## src/rtl/wb_bus_arbiter.sv

```systemverilog
// wb_bus_arbiter: two-master round-robin Wishbone arbiter; optional watchdog via WB_BUS_ARBITER_TIMEOUT_EN
module wb_bus_arbiter #(
    parameter int ADDR_W  = 24,
    parameter int DATA_W  = 16,
    parameter int SEL_W   = 2,
    parameter int TIMEOUT = 255
) (
    input  logic              i_clk,
    input  logic              i_rst,
    input  logic              m0_cyc,
    input  logic              m0_stb,
    input  logic              m0_we,
    input  logic [ADDR_W-1:0] m0_adr,
    input  logic [DATA_W-1:0] m0_dat_w,
    input  logic [SEL_W-1:0]  m0_sel,
    output logic [DATA_W-1:0] m0_dat_r,
    output logic              m0_ack,
    output logic              m0_err,
    input  logic              m1_cyc,
    input  logic              m1_stb,
    input  logic              m1_we,
    input  logic [ADDR_W-1:0] m1_adr,
    input  logic [DATA_W-1:0] m1_dat_w,
    input  logic [SEL_W-1:0]  m1_sel,
    output logic [DATA_W-1:0] m1_dat_r,
    output logic              m1_ack,
    output logic              m1_err,
    output logic              s_cyc,
    output logic              s_stb,
    output logic              s_we,
    output logic [ADDR_W-1:0] s_adr,
    output logic [DATA_W-1:0] s_dat_w,
    output logic [SEL_W-1:0]  s_sel,
    input  logic [DATA_W-1:0] s_dat_r,
    input  logic              s_ack,
    input  logic              s_err,
    output logic [1:0]        o_gnt,
    output logic              o_timeout
);
    typedef enum logic [1:0] {IDLE, GNT0, GNT1} state_t;
    state_t state, state_nx;
    logic last_gnt;
    logic g0, g1, g_stb, expire;
    assign g0 = state == GNT0;
    assign g1 = state == GNT1;
    assign g_stb = (g0 && m0_stb) || (g1 && m1_stb);
    assign m0_dat_r = s_dat_r;
    assign m1_dat_r = s_dat_r;
    assign o_timeout = expire;
    assign o_gnt = {g1, g0};
`ifdef WB_BUS_ARBITER_TIMEOUT_EN
    logic [15:0] wd_cnt;
    assign expire = g_stb && !s_ack && !s_err && wd_cnt == 16'(TIMEOUT - 1);
    // watchdog: counts stalled strobe cycles; every grant change passes through IDLE where g_stb is low
    always_ff @(posedge i_clk or negedge i_rst) begin
        if (!i_rst)
            wd_cnt <= '0;
        else if (!g_stb || s_ack || s_err || expire)
            wd_cnt <= '0;
        else if (wd_cnt != 16'(TIMEOUT))
            wd_cnt <= wd_cnt + 16'd1;
    end
`else
    assign expire = 1'b0;
`endif
    // state register and last-granted master, updated on entry to a grant state
    always_ff @(posedge i_clk or negedge i_rst) begin
        if (!i_rst) begin
            state    <= IDLE;
            last_gnt <= 1'b1;
        end else begin
            state <= state_nx;
            if (state == IDLE && state_nx != IDLE)
                last_gnt <= state_nx == GNT1;
        end
    end
    // next-state selection and slave/master muxing from the current grant
    always_comb begin
        state_nx = IDLE;
        case (state)
            IDLE:    state_nx = (m0_cyc && m1_cyc) ? (last_gnt ? GNT0 : GNT1) :
                                m0_cyc ? GNT0 : m1_cyc ? GNT1 : IDLE;
            GNT0:    state_nx = m0_cyc ? GNT0 : IDLE;
            GNT1:    state_nx = m1_cyc ? GNT1 : IDLE;
            default: state_nx = IDLE;
        endcase
        s_cyc   = g0 ? m0_cyc : g1 ? m1_cyc : 1'b0;
        s_stb   = g_stb && !expire;
        s_we    = g0 ? m0_we : g1 ? m1_we : 1'b0;
        s_adr   = g0 ? m0_adr : g1 ? m1_adr : '0;
        s_dat_w = g0 ? m0_dat_w : g1 ? m1_dat_w : '0;
        s_sel   = g0 ? m0_sel : g1 ? m1_sel : '0;
        m0_ack  = g0 && s_ack;
        m1_ack  = g1 && s_ack;
        m0_err  = g0 && (s_err || expire);
        m1_err  = g1 && (s_err || expire);
    end
endmodule

```

## config.mk

```make
export PLATFORM = sky130hd
export DESIGN_NAME = wb_bus_arbiter
export DESIGN_NICKNAME = d
export VERILOG_FILES = /design/src/rtl/wb_bus_arbiter.sv
export SDC_FILE = /design/constraint.sdc
export NUM_CORES = 1
export LEC_CHECK = 0
export ABC_AREA = 1
export BUFFER_PORTS_ARGS = -buffer_cell sky130_fd_sc_hd__buf_2
export CELL_PAD_IN_SITES_DETAIL_PLACEMENT = 0
export CELL_PAD_IN_SITES_GLOBAL_PLACEMENT = 1
export CORE_MARGIN = 2
export CORE_UTILIZATION = 14
export DETAILED_ROUTE_END_ITERATION = 7
export HOLD_SLACK_MARGIN = 0.12
export PLACE_DENSITY_LB_ADDON = 0.1
export SLEW_MARGIN = 5
export SYNTH_ARGS = -nofsm -noshare
export SYNTH_HDL_FRONTEND = slang
export SYNTH_SLANG_ARGS = --single-unit
```

## constraint.sdc

```tcl
create_clock -name i_clk -period 1.4 [get_ports i_clk]
set_input_delay 0.28 -clock i_clk [delete_from_list [all_inputs] [get_ports i_clk]]
set_output_delay 0.28 -clock i_clk [all_outputs]
set_load 0.03 [all_outputs]
```

Word-level counts from Yosys, hierarchy flattened
Index checks and enable logic that the tools add are counted.

Register bits: 3. Logic and storage cells: 32. Output and inout port bits: 84.

Reductions and logical operators: 11. Muxes and demuxes: 16. Equal/unequal tests: 3.

Operator list (number): 24-bit 2-to-1 mux (2); 16-bit 2-to-1 mux (2); 2-bit 2-to-1 mux (6); 1-bit logical AND (8); 2-bit one-hot mux with 3 select lines (1); 1-bit 2-to-1 mux (5); 2-bit equality test (second input constant) (2); 2-bit by 1-bit equality test with 1-bit output (second input constant) (1); 2-bit zero test (1); 2-bit nonzero test (1); 1-bit logical OR (1).

Longest topological paths before layout
Word-level depth: 6. Mapped depth: 6. Gate-level depth less buffers: 6.

Least setup slack after synthesis
No wires, ideal clock.

Path type: register -> output. From: reg state[1]. To: out s_dat_w[10]. Required time: 1120 ps. Buffers on the path: 1. Arrival time: 1071 ps. Path slack: 49 ps. Cell stages (with the launch flop): 7. Path through: dfrtp_1 > inv_1 > nand2_2 > inv_2 > buf_6 > nand2_1 > nand2_1.

Elaborated cells between the ends (all ways): 4.

RTL lines: from (decl) (RTL line 41) `state_t state, state_nx;`; from (signal assigned) (RTL line 72) `state <= state_nx;`; 2-bit by 1-bit equality test with 1-bit output (RTL line 44) `assign g0 = state == GNT0;`; via g0 (RTL line 43) `logic g0, g1, g_stb, expire;`; 16-bit 2-to-1 mux (RTL line 91) `s_dat_w = g0 ? m0_dat_w : g1 ? m1_dat_w : '0;`; to (decl) (RTL line 32) `output logic [DATA_W-1:0] s_dat_w,`.

The timed path passes the listed nets, and every way through them passes these cells.

Worst setup path in the final report
From: reg state[1]. To: out s_dat_w[0].

Word-level cells in the longest chain between the ends: 3. Elaborated cells between the ends (all ways): 4.

Ends and longest elaborated chain: 2-bit equality test (RTL line 45) `assign g1 = state == GNT1;`; 16-bit 2-to-1 mux (RTL line 91); 16-bit 2-to-1 mux * (RTL line 91).

Mark *: on every way between the ends. The rest lies on a longest branch, timed or not.

==> metrics.cfg <==
[critical_path]
reg2regPathDepth = 7
path_cells = buf_6, nand2_4, inv_8, buf_12, nand2_1, nand2_1, buf_6
cp.arrival_ps = 1310
worst_setup_path_end_kind = output port
reg2reg_from = state[1]
start_kind = register
crit_type = register to output port
max_stage_delay_ps = 400
cp_data_required_time_ps = 1120
reg2reg_to = state[1]
crit_buf_inv = 4
path_max_fanout = 12
rrSetupSlack_ps = 240
crit_slowest_cell = dfrtp_1
critical-path-top-delay-family = buffers and inverters

[global_routing]
grt-ovfl-total = 0
track_usage = 0.09740
grt_max_degree = 17
antenna_found_initial = 0
grt_pass1_vias = 1505
grt_pass1_wl_mm = 6.713

[layout]
final-instance-count-excl-fill = 432
drive_above_1_share = 0.5856
multi_input_area_um2 = 674.4
fin_util = 0.3105
areaGrowthSynthToFinish_pct = 113.2
final_net_count = 444
ff_latch_area_um2 = 76.32
nFillCells = 842
antenna_cells = 0

[route]
route.detailed.drc = 0
num_vias = 1588
vias_per_cell = 3.676
dr.pass1.iters = 4
ant_nets = 0
drt_wl_total_mm = 4.461
drt_iter0_markers = 23
wl_per_cell_um = 10.33

[outcome]
status = complete, but fails checks
violations = negative setup slack

[worst_hold_path]
hold_depth = 5
min_to = last_gnt
hold_start = m1_cyc
worstHoldPathType = input pin to register

[placed_design]
portBuffers = 144
place_inst = 421
dp_hpwl_mm = 3.320
place_worst_setup_slack_ps = -11.31
globalplace.congestion = 0.6838

[cts]
cts.htree.levels = 1
cts_made_buffers = 3
cts_tree = done
cts_root_buf = clkbuf_8
insertion_delay_ps = 210
clk_path_buf_depth = 2
clock_sinks = 3
clkSlewWorstSetupHoldPaths_ps = 30

[power_and_ir_drop]
p_total_mw = 2.352
ir_drop_mv = 1.002
powerDensity_mw_per_mm2 = 1034
leakage_nw = 1.349

[floorplanning]
initial_core_util = 0.1456
die_x_um = 91.31
rows = 31
core_mm2 = 0.007331
io_pins = 194
dieHeight_um = 91.31
dieArea_mm2 = 0.008338

[timing]
clock.fmax_ghz = 0.6285
period_minus_slack_ps = 1591
hold_viol = 0
fin_crit_sh = 1.137
worst_slack_ps = -191.1
clock_skew_ps = 0.05677
rsz0062_at_grt = true
slew_viol_final = 0
setup_viol = 51

[synth]
ys_ff_latch = 3
synth_fp_nets = 318
ys_warn_count = 0
netlist_area_mm2 = 0.001067
yosysSeqAreaShare = 0.07151
yosysUniqueCellTypes = 15
syn-instance-count = 208
postSynthAreaPerCell_um2 = 5.131

[job]
max-cap-violations = 0

logic make-up (layout without fill, tap and decap cells):
| logic type | after synthesis | count (layout) | share of synthesized area |
|---|---|---|---|
| compound gates | 3 | 3 | 0.01524 |
| buf+inv | 53 | 178 | 0.3681 |
| flops | 3 | 3 | 0.07152 |
| other cells | 1 | 1 | 0.003514 |
| simple gates | 148 | 148 | 0.5416 |
cells in the mapped netlist (all sizes together):
cell type  count  area, um^2
o21ai          1       5.000
a21oi          1       5.000
dfstp          1       26.28
nor2           6       22.52
buf           43       352.8
dfrtp          2       50.05
nand3          2       10.01
inv           10       40.05
o22ai          1       6.260
conb           1       3.750
nand2        140       545.5
state kept, by name, indices dropped and copies added (netlist names):
name / count
state: 2
last_gnt: 1
worst max path at each step:
stage,to,start,slack [ps],cells after the start
after detailed placement,s_dat_w[5],state[1],-10,7
after global placement,s_dat_w[2],state[0],-20,7
after global routing,s_adr[19],state[1],-260,7
final,s_dat_w[0],state[1],-190,7
after floorplan,s_dat_w[10],state[1],50,6
after CTS,s_dat_w[0],state[1],-210,7
per-stage QoR:
stage / hold WS [ps] / setup TNS, ps / area (um^2)
floorplan: -15.59 / 0 / 1067
global placement: 84.04 / -29.48 / 1719
detailed placement: 83.04 / -19.68 / 1719
CTS: 349.4 / -8680 / 2217
global route: 410.8 / -11260 / 2276
finish: 393.4 / -7602 / 2276
layer usage:
metal	vias up	GRT usage	wire length (um)
li1	829	-	-
met1	661	0.1032	1595
met2	93	0.1963	2452
met3	5	0.02075	382
met4	0	0.01641	31
met5	-	0	0
repair_timing:
action                                  in CTS  in global routing
gates resized for setup                    124                 11
setup buffers                                1                  3
pin swaps                                    3                  1
endpoints found under the hold margin        3                  0
hold buffers                                 1                  0
endpoints found under the setup margin      51                 51
cloned                                       2                  0
final cells by class:
type | count | area share
Clock buffer | 4 | 0.01979
Tap cell | 99 | 0.05443
Sequential cell | 3 | 0.03353
Multi-Input combinational cell | 152 | 0.2963
Timing Repair Buffer | 164 | 0.5739
Inverter | 10 | 0.02199
tightest hold or removal path: stages:
cell	delay (ps)
buf_2	110
nand3_1	70
nand2_1	50
nand2_1	60
inv_1	30
placed cells by master (no fill, tap or decap), drive strengths merged:
master	netlist	final
a21oi	1	1
buf	43	163
clkbuf	0	4
clkinv	0	1
conb	1	1
dfrtp	2	2
dfstp	1	1
dlygate4sd3	0	1
inv	10	9
nand2	140	140
nand3	2	2
nor2	6	6
o21ai	1	1
o22ai	1	1
power breakdown:
part	total [mW]	leakage, nW	internal (mW)	switching (mW)
combinational	1.97	1.29	0.897	1.07
sequential	0.133	0.0359	0.116	0.0169
clock	0.248	0.0228	0.194	0.0543
total	2.35	1.35	1.21	1.15
(Power assumes the default switching activity.)
